**config.mk**
```make
export PLATFORM = sky130hd
export DESIGN_NAME = dma_ram_to_fir_flat
export DESIGN_NICKNAME = d
export VERILOG_FILES = /design/src/rtl/dma_ram_to_fir_pkg.sv /design/src/rtl/dma_ram_to_fir_if.sv /design/src/rtl/dma_ram_to_fir_fifo.sv /design/src/rtl/dma_ram_to_fir.sv /design/src/flat_wrapper.sv
export SDC_FILE = /design/constraint.sdc
export NUM_CORES = 1
export LEC_CHECK = 0
export BUFFER_PORTS_ARGS = -buffer_cell sky130_fd_sc_hd__clkbuf_2
export CAP_MARGIN = 20
export CORE_MARGIN = 2
export CORE_UTILIZATION = 51
export CTS_CLUSTER_DIAMETER = 30
export DETAILED_ROUTE_END_ITERATION = 7
export GPL_TIMING_DRIVEN = 0
export PLACE_DENSITY_LB_ADDON = 0.1
export SYNTH_ARGS = -nofsm -noshare
export SYNTH_HDL_FRONTEND = slang
export SYNTH_SLANG_ARGS = --single-unit
export TNS_END_PERCENT = 100
```
**constraint.sdc**
```tcl
create_clock -name clk -period 10.34 [get_ports clk]
set_input_delay 1.551 -clock clk [delete_from_list [all_inputs] [get_ports clk]]
set_output_delay 1.551 -clock clk [all_outputs]
set_load 0.01 [all_outputs]
```
**src/rtl/dma_ram_to_fir_pkg.sv**
```systemverilog
`default_nettype none
// ============================================================================
// dma_ram_to_fir_pkg : register map, FSM states and STATUS bit positions
// Revision 1.0 - initial release
// ============================================================================
package dma_ram_to_fir_pkg;

  localparam logic [3:0] OFF_SRC    = 4'h0;
  localparam logic [3:0] OFF_LEN    = 4'h4;
  localparam logic [3:0] OFF_CTRL   = 4'h8;
  localparam logic [3:0] OFF_STATUS = 4'hC;

  localparam int STATUS_BUSY = 0;
  localparam int STATUS_DONE = 1;

  typedef enum logic [1:0] {
    ST_IDLE = 2'd0,
    ST_RUN  = 2'd1,
    ST_DONE = 2'd2
  } state_e;

endpackage
`default_nettype wire

```
**src/rtl/dma_ram_to_fir_if.sv**
```systemverilog
`default_nettype none
// ============================================================================
// dma_ram_to_fir_if : single-beat Wishbone link (dat_w master->slave, dat_r back)
// Revision 1.0 - initial release
// ============================================================================
interface dma_ram_to_fir_if;

  logic        stb;
  logic        cyc;
  logic        we;
  logic [3:0]  sel;
  logic [31:0] adr;
  logic [31:0] dat_w;
  logic [31:0] dat_r;
  logic        ack;

  modport master (output stb, cyc, we, sel, adr, dat_w, input  dat_r, ack);
  modport slave  (input  stb, cyc, we, sel, adr, dat_w, output dat_r, ack);

endinterface
`default_nettype wire

```
**src/rtl/dma_ram_to_fir_fifo.sv**
```systemverilog
`default_nettype none
// ============================================================================
// sync_fifo : first-word-fall-through synchronous FIFO, power-of-two depth
// Revision 1.0 - initial release
// ============================================================================
module sync_fifo #(
  parameter int WIDTH = 32,
  parameter int DEPTH = 4
) (
  input  wire logic                     clk,
  input  wire logic                     rst,
  input  wire logic                     push_i,
  input  wire logic                     pop_i,
  input  wire logic [WIDTH-1:0]         din_i,
  output      logic [WIDTH-1:0]         dout_o,
  output      logic                     full_o,
  output      logic                     empty_o,
  output      logic [$clog2(DEPTH):0]   count_o
);

  localparam int AW = $clog2(DEPTH);

  logic [WIDTH-1:0] mem_q [DEPTH];
  logic [AW-1:0]    wr_ptr_q;
  logic [AW-1:0]    rd_ptr_q;
  logic [AW:0]      count_q;
  logic             w_push;
  logic             w_pop;

  assign full_o  = (count_q == (AW+1)'(DEPTH));
  assign empty_o = (count_q == '0);
  assign count_o = count_q;
  assign dout_o  = mem_q[rd_ptr_q];
  assign w_push  = push_i & ~full_o;
  assign w_pop   = pop_i & ~empty_o;

  always_ff @(posedge clk) begin
    if (w_push) begin
      mem_q[wr_ptr_q] <= din_i;
    end
  end

  always_ff @(posedge clk) begin
    if (rst) begin
      wr_ptr_q <= '0;
      rd_ptr_q <= '0;
      count_q  <= '0;
    end else begin
      if (w_push) wr_ptr_q <= wr_ptr_q + AW'(1);
      if (w_pop)  rd_ptr_q <= rd_ptr_q + AW'(1);
      unique case ({w_push, w_pop})
        2'b10:   count_q <= count_q + (AW+1)'(1);
        2'b01:   count_q <= count_q - (AW+1)'(1);
        default: count_q <= count_q;
      endcase
    end
  end

endmodule
`default_nettype wire

```
**src/rtl/dma_ram_to_fir.sv**
```systemverilog
`default_nettype none
// ============================================================================
// dma_ram_to_fir : CPU-programmed DMA streaming RAM words into the FIR X input
// Revision 1.0 - initial release
// ============================================================================
module dma_ram_to_fir
  import dma_ram_to_fir_pkg::*;
#(
  parameter logic [31:0] REG_BASE   = 32'h300000A0,
  parameter logic [31:0] FIR_X_ADDR = 32'h30000080,
  parameter int          LEN_W      = 16,
  parameter int          FIFO_DEPTH = 4
) (
  input wire logic          clk,
  input wire logic          rst,
  dma_ram_to_fir_if.slave   wbs,
  dma_ram_to_fir_if.master  ram,
  dma_ram_to_fir_if.master  fir
);

  localparam int                CNT_W   = $clog2(FIFO_DEPTH) + 1;
  localparam logic [LEN_W-1:0] LEN_ONE = LEN_W'(1);

  state_e           state_q;
  logic [31:0]      src_q;
  logic [LEN_W-1:0] len_q;
  logic [LEN_W-1:0] rd_cnt_q;
  logic [LEN_W-1:0] wr_cnt_q;
  logic             done_q;

  logic [31:0]      w_off;
  logic             w_hit;
  logic             w_busy;
  logic             w_cfg_wr;
  logic             w_start;
  logic [31:0]      w_status;
  logic [31:0]      w_rdata;
  logic             w_ram_ack;
  logic             w_fir_ack;
  logic             w_rd_issue;
  logic             w_wr_issue;

  logic [31:0]      fifo_dout;
  logic             fifo_full;
  logic             fifo_empty;
  logic [CNT_W-1:0] fifo_count;
  logic             w_unused;

  // Ack is held off while high so a master that keeps stb asserted gets one pulse.
  assign w_off    = wbs.adr - REG_BASE;
  assign w_hit    = wbs.stb & wbs.cyc & ~wbs.ack & (w_off[31:4] == '0) & (w_off[1:0] == 2'b00);
  assign w_busy   = (state_q == ST_RUN);
  assign w_cfg_wr = w_hit & wbs.we & ~w_busy;
  assign w_start  = w_cfg_wr & (w_off[3:0] == OFF_CTRL) & wbs.dat_w[0];

  assign w_ram_ack  = ram.stb & ram.ack;
  assign w_fir_ack  = fir.stb & fir.ack;
  assign w_rd_issue = w_busy & ~ram.stb & (rd_cnt_q < len_q) & ~fifo_full;
  assign w_wr_issue = ~fir.stb & ~fifo_empty;

  assign w_unused = ^{wbs.sel, fir.dat_r, fifo_count, ram.dat_w};

  always_comb begin
    w_status              = '0;
    w_status[STATUS_BUSY] = w_busy;
    w_status[STATUS_DONE] = done_q;
  end

  always_comb begin
    w_rdata = '0;
    unique case (w_off[3:0])
      OFF_SRC:    w_rdata = src_q;
      OFF_LEN:    w_rdata = 32'(len_q);
      OFF_STATUS: w_rdata = w_status;
      default:    w_rdata = '0;
    endcase
  end

  sync_fifo #(
    .WIDTH (32),
    .DEPTH (FIFO_DEPTH)
  ) u_fifo (
    .clk     (clk),
    .rst     (rst),
    .push_i  (w_ram_ack),
    .pop_i   (w_fir_ack),
    .din_i   (ram.dat_r),
    .dout_o  (fifo_dout),
    .full_o  (fifo_full),
    .empty_o (fifo_empty),
    .count_o (fifo_count)
  );

  always_ff @(posedge clk) begin
    if (rst) begin
      state_q   <= ST_IDLE;
      src_q     <= '0;
      len_q     <= '0;
      rd_cnt_q  <= '0;
      wr_cnt_q  <= '0;
      done_q    <= 1'b0;
      wbs.ack   <= 1'b0;
      wbs.dat_r <= '0;
    end else begin
      wbs.ack <= w_hit;
      if (w_hit) begin
        wbs.dat_r <= wbs.we ? '0 : w_rdata;
      end
      if (w_cfg_wr && (w_off[3:0] == OFF_SRC)) src_q <= {wbs.dat_w[31:2], 2'b00};
      if (w_cfg_wr && (w_off[3:0] == OFF_LEN)) len_q <= wbs.dat_w[LEN_W-1:0];
      if (w_ram_ack) rd_cnt_q <= rd_cnt_q + LEN_ONE;
      if (w_fir_ack) wr_cnt_q <= wr_cnt_q + LEN_ONE;

      unique case (state_q)
        ST_RUN: begin
          if (w_fir_ack && ((wr_cnt_q + LEN_ONE) == len_q)) begin
            state_q <= ST_DONE;
          end
        end
        default: begin
          // DONE lasts one cycle and latches the sticky flag on its way back to IDLE.
          if (state_q == ST_DONE) begin
            done_q  <= 1'b1;
            state_q <= ST_IDLE;
          end
          if (w_start) begin
            done_q   <= 1'b0;
            rd_cnt_q <= '0;
            wr_cnt_q <= '0;
            state_q  <= (len_q != '0) ? ST_RUN : ST_DONE;
          end
        end
      endcase
    end
  end

  always_ff @(posedge clk) begin
    if (rst) begin
      ram.stb   <= 1'b0;
      ram.cyc   <= 1'b0;
      ram.we    <= 1'b0;
      ram.sel   <= 4'h0;
      ram.adr   <= '0;
      ram.dat_w <= '0;
    end else begin
      ram.we    <= 1'b0;
      ram.dat_w <= '0;
      if (w_ram_ack) begin
        ram.stb <= 1'b0;
        ram.cyc <= 1'b0;
        ram.sel <= 4'h0;
        ram.adr <= '0;
      end else if (w_rd_issue) begin
        ram.stb <= 1'b1;
        ram.cyc <= 1'b1;
        ram.sel <= 4'hF;
        ram.adr <= src_q + (32'(rd_cnt_q) << 2);
      end
    end
  end

  always_ff @(posedge clk) begin
    if (rst) begin
      fir.stb   <= 1'b0;
      fir.cyc   <= 1'b0;
      fir.we    <= 1'b0;
      fir.sel   <= 4'h0;
      fir.adr   <= '0;
      fir.dat_w <= '0;
    end else begin
      if (w_fir_ack) begin
        fir.stb   <= 1'b0;
        fir.cyc   <= 1'b0;
        fir.we    <= 1'b0;
        fir.sel   <= 4'h0;
        fir.adr   <= '0;
        fir.dat_w <= '0;
      end else if (w_wr_issue) begin
        fir.stb   <= 1'b1;
        fir.cyc   <= 1'b1;
        fir.we    <= 1'b1;
        fir.sel   <= 4'hF;
        fir.adr   <= FIR_X_ADDR;
        fir.dat_w <= fifo_dout;
      end
    end
  end

endmodule
`default_nettype wire

```
**src/flat_wrapper.sv**
```systemverilog
// flat-port wrapper written by rule: the top's interface ports become plain ports
module dma_ram_to_fir_flat import dma_ram_to_fir_pkg::*;
#(
  parameter logic [31:0] REG_BASE   = 32'h300000A0,
  parameter logic [31:0] FIR_X_ADDR = 32'h30000080,
  parameter int          LEN_W      = 16,
  parameter int          FIFO_DEPTH = 4
)
  (clk, rst, wbs_stb, wbs_cyc, wbs_we, wbs_sel, wbs_adr, wbs_dat_w, wbs_dat_r, wbs_ack, ram_stb, ram_cyc, ram_we, ram_sel, ram_adr, ram_dat_w, ram_dat_r, ram_ack, fir_stb, fir_cyc, fir_we, fir_sel, fir_adr, fir_dat_w, fir_dat_r, fir_ack);
  dma_ram_to_fir_if wbs_i ();
  dma_ram_to_fir_if ram_i ();
  dma_ram_to_fir_if fir_i ();
  input wire logic clk;
  input wire logic rst;
  input wire logic [$bits(wbs_i.stb)-1:0] wbs_stb;
  input wire logic [$bits(wbs_i.cyc)-1:0] wbs_cyc;
  input wire logic [$bits(wbs_i.we)-1:0] wbs_we;
  input wire logic [$bits(wbs_i.sel)-1:0] wbs_sel;
  input wire logic [$bits(wbs_i.adr)-1:0] wbs_adr;
  input wire logic [$bits(wbs_i.dat_w)-1:0] wbs_dat_w;
  output wire logic [$bits(wbs_i.dat_r)-1:0] wbs_dat_r;
  output wire logic [$bits(wbs_i.ack)-1:0] wbs_ack;
  output wire logic [$bits(ram_i.stb)-1:0] ram_stb;
  output wire logic [$bits(ram_i.cyc)-1:0] ram_cyc;
  output wire logic [$bits(ram_i.we)-1:0] ram_we;
  output wire logic [$bits(ram_i.sel)-1:0] ram_sel;
  output wire logic [$bits(ram_i.adr)-1:0] ram_adr;
  output wire logic [$bits(ram_i.dat_w)-1:0] ram_dat_w;
  input wire logic [$bits(ram_i.dat_r)-1:0] ram_dat_r;
  input wire logic [$bits(ram_i.ack)-1:0] ram_ack;
  output wire logic [$bits(fir_i.stb)-1:0] fir_stb;
  output wire logic [$bits(fir_i.cyc)-1:0] fir_cyc;
  output wire logic [$bits(fir_i.we)-1:0] fir_we;
  output wire logic [$bits(fir_i.sel)-1:0] fir_sel;
  output wire logic [$bits(fir_i.adr)-1:0] fir_adr;
  output wire logic [$bits(fir_i.dat_w)-1:0] fir_dat_w;
  input wire logic [$bits(fir_i.dat_r)-1:0] fir_dat_r;
  input wire logic [$bits(fir_i.ack)-1:0] fir_ack;
  assign wbs_i.stb = wbs_stb;
  assign wbs_i.cyc = wbs_cyc;
  assign wbs_i.we = wbs_we;
  assign wbs_i.sel = wbs_sel;
  assign wbs_i.adr = wbs_adr;
  assign wbs_i.dat_w = wbs_dat_w;
  assign wbs_dat_r = wbs_i.dat_r;
  assign wbs_ack = wbs_i.ack;
  assign ram_stb = ram_i.stb;
  assign ram_cyc = ram_i.cyc;
  assign ram_we = ram_i.we;
  assign ram_sel = ram_i.sel;
  assign ram_adr = ram_i.adr;
  assign ram_dat_w = ram_i.dat_w;
  assign ram_i.dat_r = ram_dat_r;
  assign ram_i.ack = ram_ack;
  assign fir_stb = fir_i.stb;
  assign fir_cyc = fir_i.cyc;
  assign fir_we = fir_i.we;
  assign fir_sel = fir_i.sel;
  assign fir_adr = fir_i.adr;
  assign fir_dat_w = fir_i.dat_w;
  assign fir_i.dat_r = fir_dat_r;
  assign fir_i.ack = fir_ack;
  dma_ram_to_fir #(.REG_BASE(REG_BASE), .FIR_X_ADDR(FIR_X_ADDR), .LEN_W(LEN_W), .FIFO_DEPTH(FIFO_DEPTH)) u_core (.clk(clk), .rst(rst), .wbs(wbs_i), .ram(ram_i), .fir(fir_i));
endmodule
```
==> summary.txt <==
Detailed routing
  • WL/cell: 16.78 µm
  • Post-DRT Antenna Nets: 0
  • First-pass DRT Iterations: 5
  • Via count: 11,270
  • Detailed Route WL: 36,340 µm
  • Initial DRC count: 571
  • # DRC: 0
  • Vias per cell: 5.203

Critical path
  • Startpoint types: input pin
  • FF-to-FF setup slack: 6680 ps
  • Top delay family on crit path: simple AND/OR/NAND/NOR gates
  • Slowest stage delay, CP: 770 ps
  • CP bufs+invs: 2
  • CP arrival: 5150 ps
  • Setup CP Type: in -> reg
  • Slowest-stage cell, CP: or4b_2
  • Crit end category: register
  • CP required: 10,730 ps
  • CP cell instances: clkbuf_2 -> nor4_4 -> nand2_2 -> nor3b_1 -> xnor2_1 -> nand4b_1 -> or4b_2 -> o21ai_1 -> clkbuf_1 -> nor2_1
  • Crit-path max FO: 10

Logic synthesis
  • Syn. warnings: 0
  • Mux contribution to synthesized area: 9.355%
  • Largest family of logic cells by synthesized area: simple AND/OR/NAND/NOR gates
  • Synth top area cells: edfxtp_1 26%, dfxtp_1 25%, mux4_2 4.9%
  • Compound-Gate Fraction of Synth Area: 8.544%
  • Avg Inst Size Synth: 10.59 µm²
  • Post-Syn Area: 0.01466 mm²
  • Post-Synth Simple-Gate Area: 15.38%
  • Top-area cell type share of the netlist area: 26.22%
  • Yosys cell types: 67
  • Yosys reg bits: 313
  • Most used DFF post-synth: dfxtp_1
  • Async SR Flop Fraction: 0%
  • Most numerous cell in the Yosys netlist: dfxtp_1
  • Number of synthesized flops with an enable pin: 128
  • Post-synthesis xor/xnor area fraction: 4.959%
  • Commonest cells in the netlist: 185 x dfxtp_1, 139 x nor2_1, 138 x nand2_1
  • Synth area leader: edfxtp_1
  • Post-Synthesis Cells: 1,384
  • Post-Synth Adder-Cell Area: 3.602%
  • Seq/Total Area, Yosys: 51.49%

Floorplanning
  • Row count: 62
  • Die area: 0.03012 mm²
  • # IOs: 314
  • Core Box Area: 0.02847 mm²
  • DIE WIDTH: 173.5 µm
  • Initial core utilization: 51.49%
  • Die Y: 173.5 µm

Place
  • Placer congestion estimate: 0.8884
  • PortBufs: 212
  • Placed cell count: 2,043
  • Final HPWL DP: 25,960 µm
  • Placed Area: 0.01645 mm²

Timing
  • Rel. slew slack: 35.35%
  • Fmax: 210.2 MHz
  • Final Cycle Share: 46.01%
  • Final Max Tran Viols: 0
  • Final hold viol count: 0
  • Fin Clk Skew: 22.13 ps
  • Setup TNS: 0 ps
  • Min cycle time layout: 4758 ps
  • RSZ-0062 raised after global routing: no
  • Worst Tran Pin Value: 967.7 ps
  • # setup viols final: 0

Clock tree
  • Hold Buf Count CTS: 0
  • Post-CTS Resized: 0
  • Clock sinks: 313
  • CTS tree: done
  • CTS Buffer Depth: 3
  • CTS Buf Count: 67
  • Post-CTS setup buffer count: 0
  • Clk slew on worst S/H paths: 40 ps
  • H-tree levels: 3
  • Clk Latency, worst-skew pair: 550 ps
  • Root Buffer: clkbuf_16

GRT
  • First-pass GRT wire length: 57,390 µm
  • GR Overflow Total: 0
  • Vias in the first global route: 11,040
  • GRT Util Overall: 23.99%
  • Initial antenna violation count: 0
  • Largest net degree at the start of global routing: 33

Cells and area
  • Fill cells: 2,311
  • Finished Layout Cells: 2,166
  • Synthesis-to-layout area growth: 28.02%
  • N_diodes: 0
  • Share of cells above drive strength 1: 26.37%
  • Final Core Density: 65.92%
  • Final Cell Area: 0.01877 mm²
  • Total Nets Final: 1,910

Power and ir drop
  • Static leakage: 7.251 nW
  • Total power: 3.537 mW
  • Peak VDD IR: 0.0001416 V
  • PD cells: 188.5 mW/mm²

Worst hold path
  • Hold Crit Class: reg -> reg

Job
  • Max-cap violations: 0

Status
  • Run status: completed
logic make-up (layout without fill, tap and decap cells):
kind of cell,count (synthesis),after routing
and+or+nand+nor,468,468
xor gates and xnor gates,83,83
other,1,64
DFF,313,313
buffers and inverters,177,512
AOI/OAI and AO/OA,204,204
adders and majority gates,41,41
muxes,97,97
where the power goes:
part	switching, mW	total (mW)	internal [mW]
logic	0.0569	0.0954	0.0385
clock network	0.674	2.15	1.48
registers	0.00000000000637	1.29	1.29
metrics by stage:
step	setup slack (ps)	hold WS, ps
finish	5582	451.3
detailed placement	5008	449.7
CTS	5518	455.2
global route	5213	466.5
floorplan	5953	436.6
global placement	5093	441.6
cell usage in the layout, fill, tap and decap left out, drive strengths merged, types with 15 or more instances in the layout:
cell      n
a21oi    69
a22o     15
buf      95
clkbuf  338
clkinv   22
conb     64
dfxtp   185
edfxtp  128
ha       39
inv      40
mux2i    65
mux4     32
nand2   139
nand3    57
nand4    25
nor2    139
nor3     20
nor4     19
o21ai    66
xnor2    42
xor2     41
tightest hold or removal path: stages, from the launching register on:
cell,delay [ps]
dfxtp_1,300
nand2_1,50
a21oi_1,50
final cells by class:
type | instances | area [µm²] | share of cell area, %
inverter | 35 | 131.4 | 0.7000
clock buffer | 77 | 1775 | 9.461
buffer | 142 | 843.3 | 4.494
timing repair buffer | 214 | 1071 | 5.707
tap | 384 | 480.5 | 2.560
clock inverter | 44 | 531.8 | 2.834
multi-input combinational | 957 | 6386 | 34.03
sequential | 313 | 7547 | 40.22
final timing paths:
path | startpoint | to | depth (start not counted)
setup / recovery | wbs_adr[8] | u_core.wr_cnt_q[11]$_SDFF_PP0_ | 10
hold / removal | u_core.fir.dat_w[12]$_SDFFE_PP0P_ | u_core.fir.dat_w[12]$_SDFFE_PP0P_ | 2
setup reg to reg | u_core.len_q[5]$_SDFFE_PP0P_ | u_core.ram.adr[18]$_SDFFE_PP0P_ | 11
hold reg to reg | u_core.fir.dat_w[12]$_SDFFE_PP0P_ | u_core.fir.dat_w[12]$_SDFFE_PP0P_ | 2
state kept, by name (all words and copies together) (netlist names), 3 cells and up:
| register | flops |
|---|---|
| u_core.u_fifo.mem_q | 128 |
| u_core.fir.dat_w | 32 |
| u_core.wbs.dat_r | 32 |
| u_core.ram.adr | 30 |
| u_core.src_q | 30 |
| u_core.len_q | 16 |
| u_core.rd_cnt_q | 16 |
| u_core.wr_cnt_q | 16 |
| u_core.u_fifo.count_o | 3 |
layer usage:
metal / wire [µm] / vias to the layer above / share of wire, % / GRT usage [%]
met5: 0 / - / 0 / 0
met4: 1260 / 0 / 3.5 / 9.922
met3: 2376 / 92 / 6.5 / 6.031
met2: 17640 / 386 / 49 / 41.10
met1: 15060 / 5257 / 41 / 28.90
li1: - / 5534 / - / -
(Power assumes the default switching activity.)
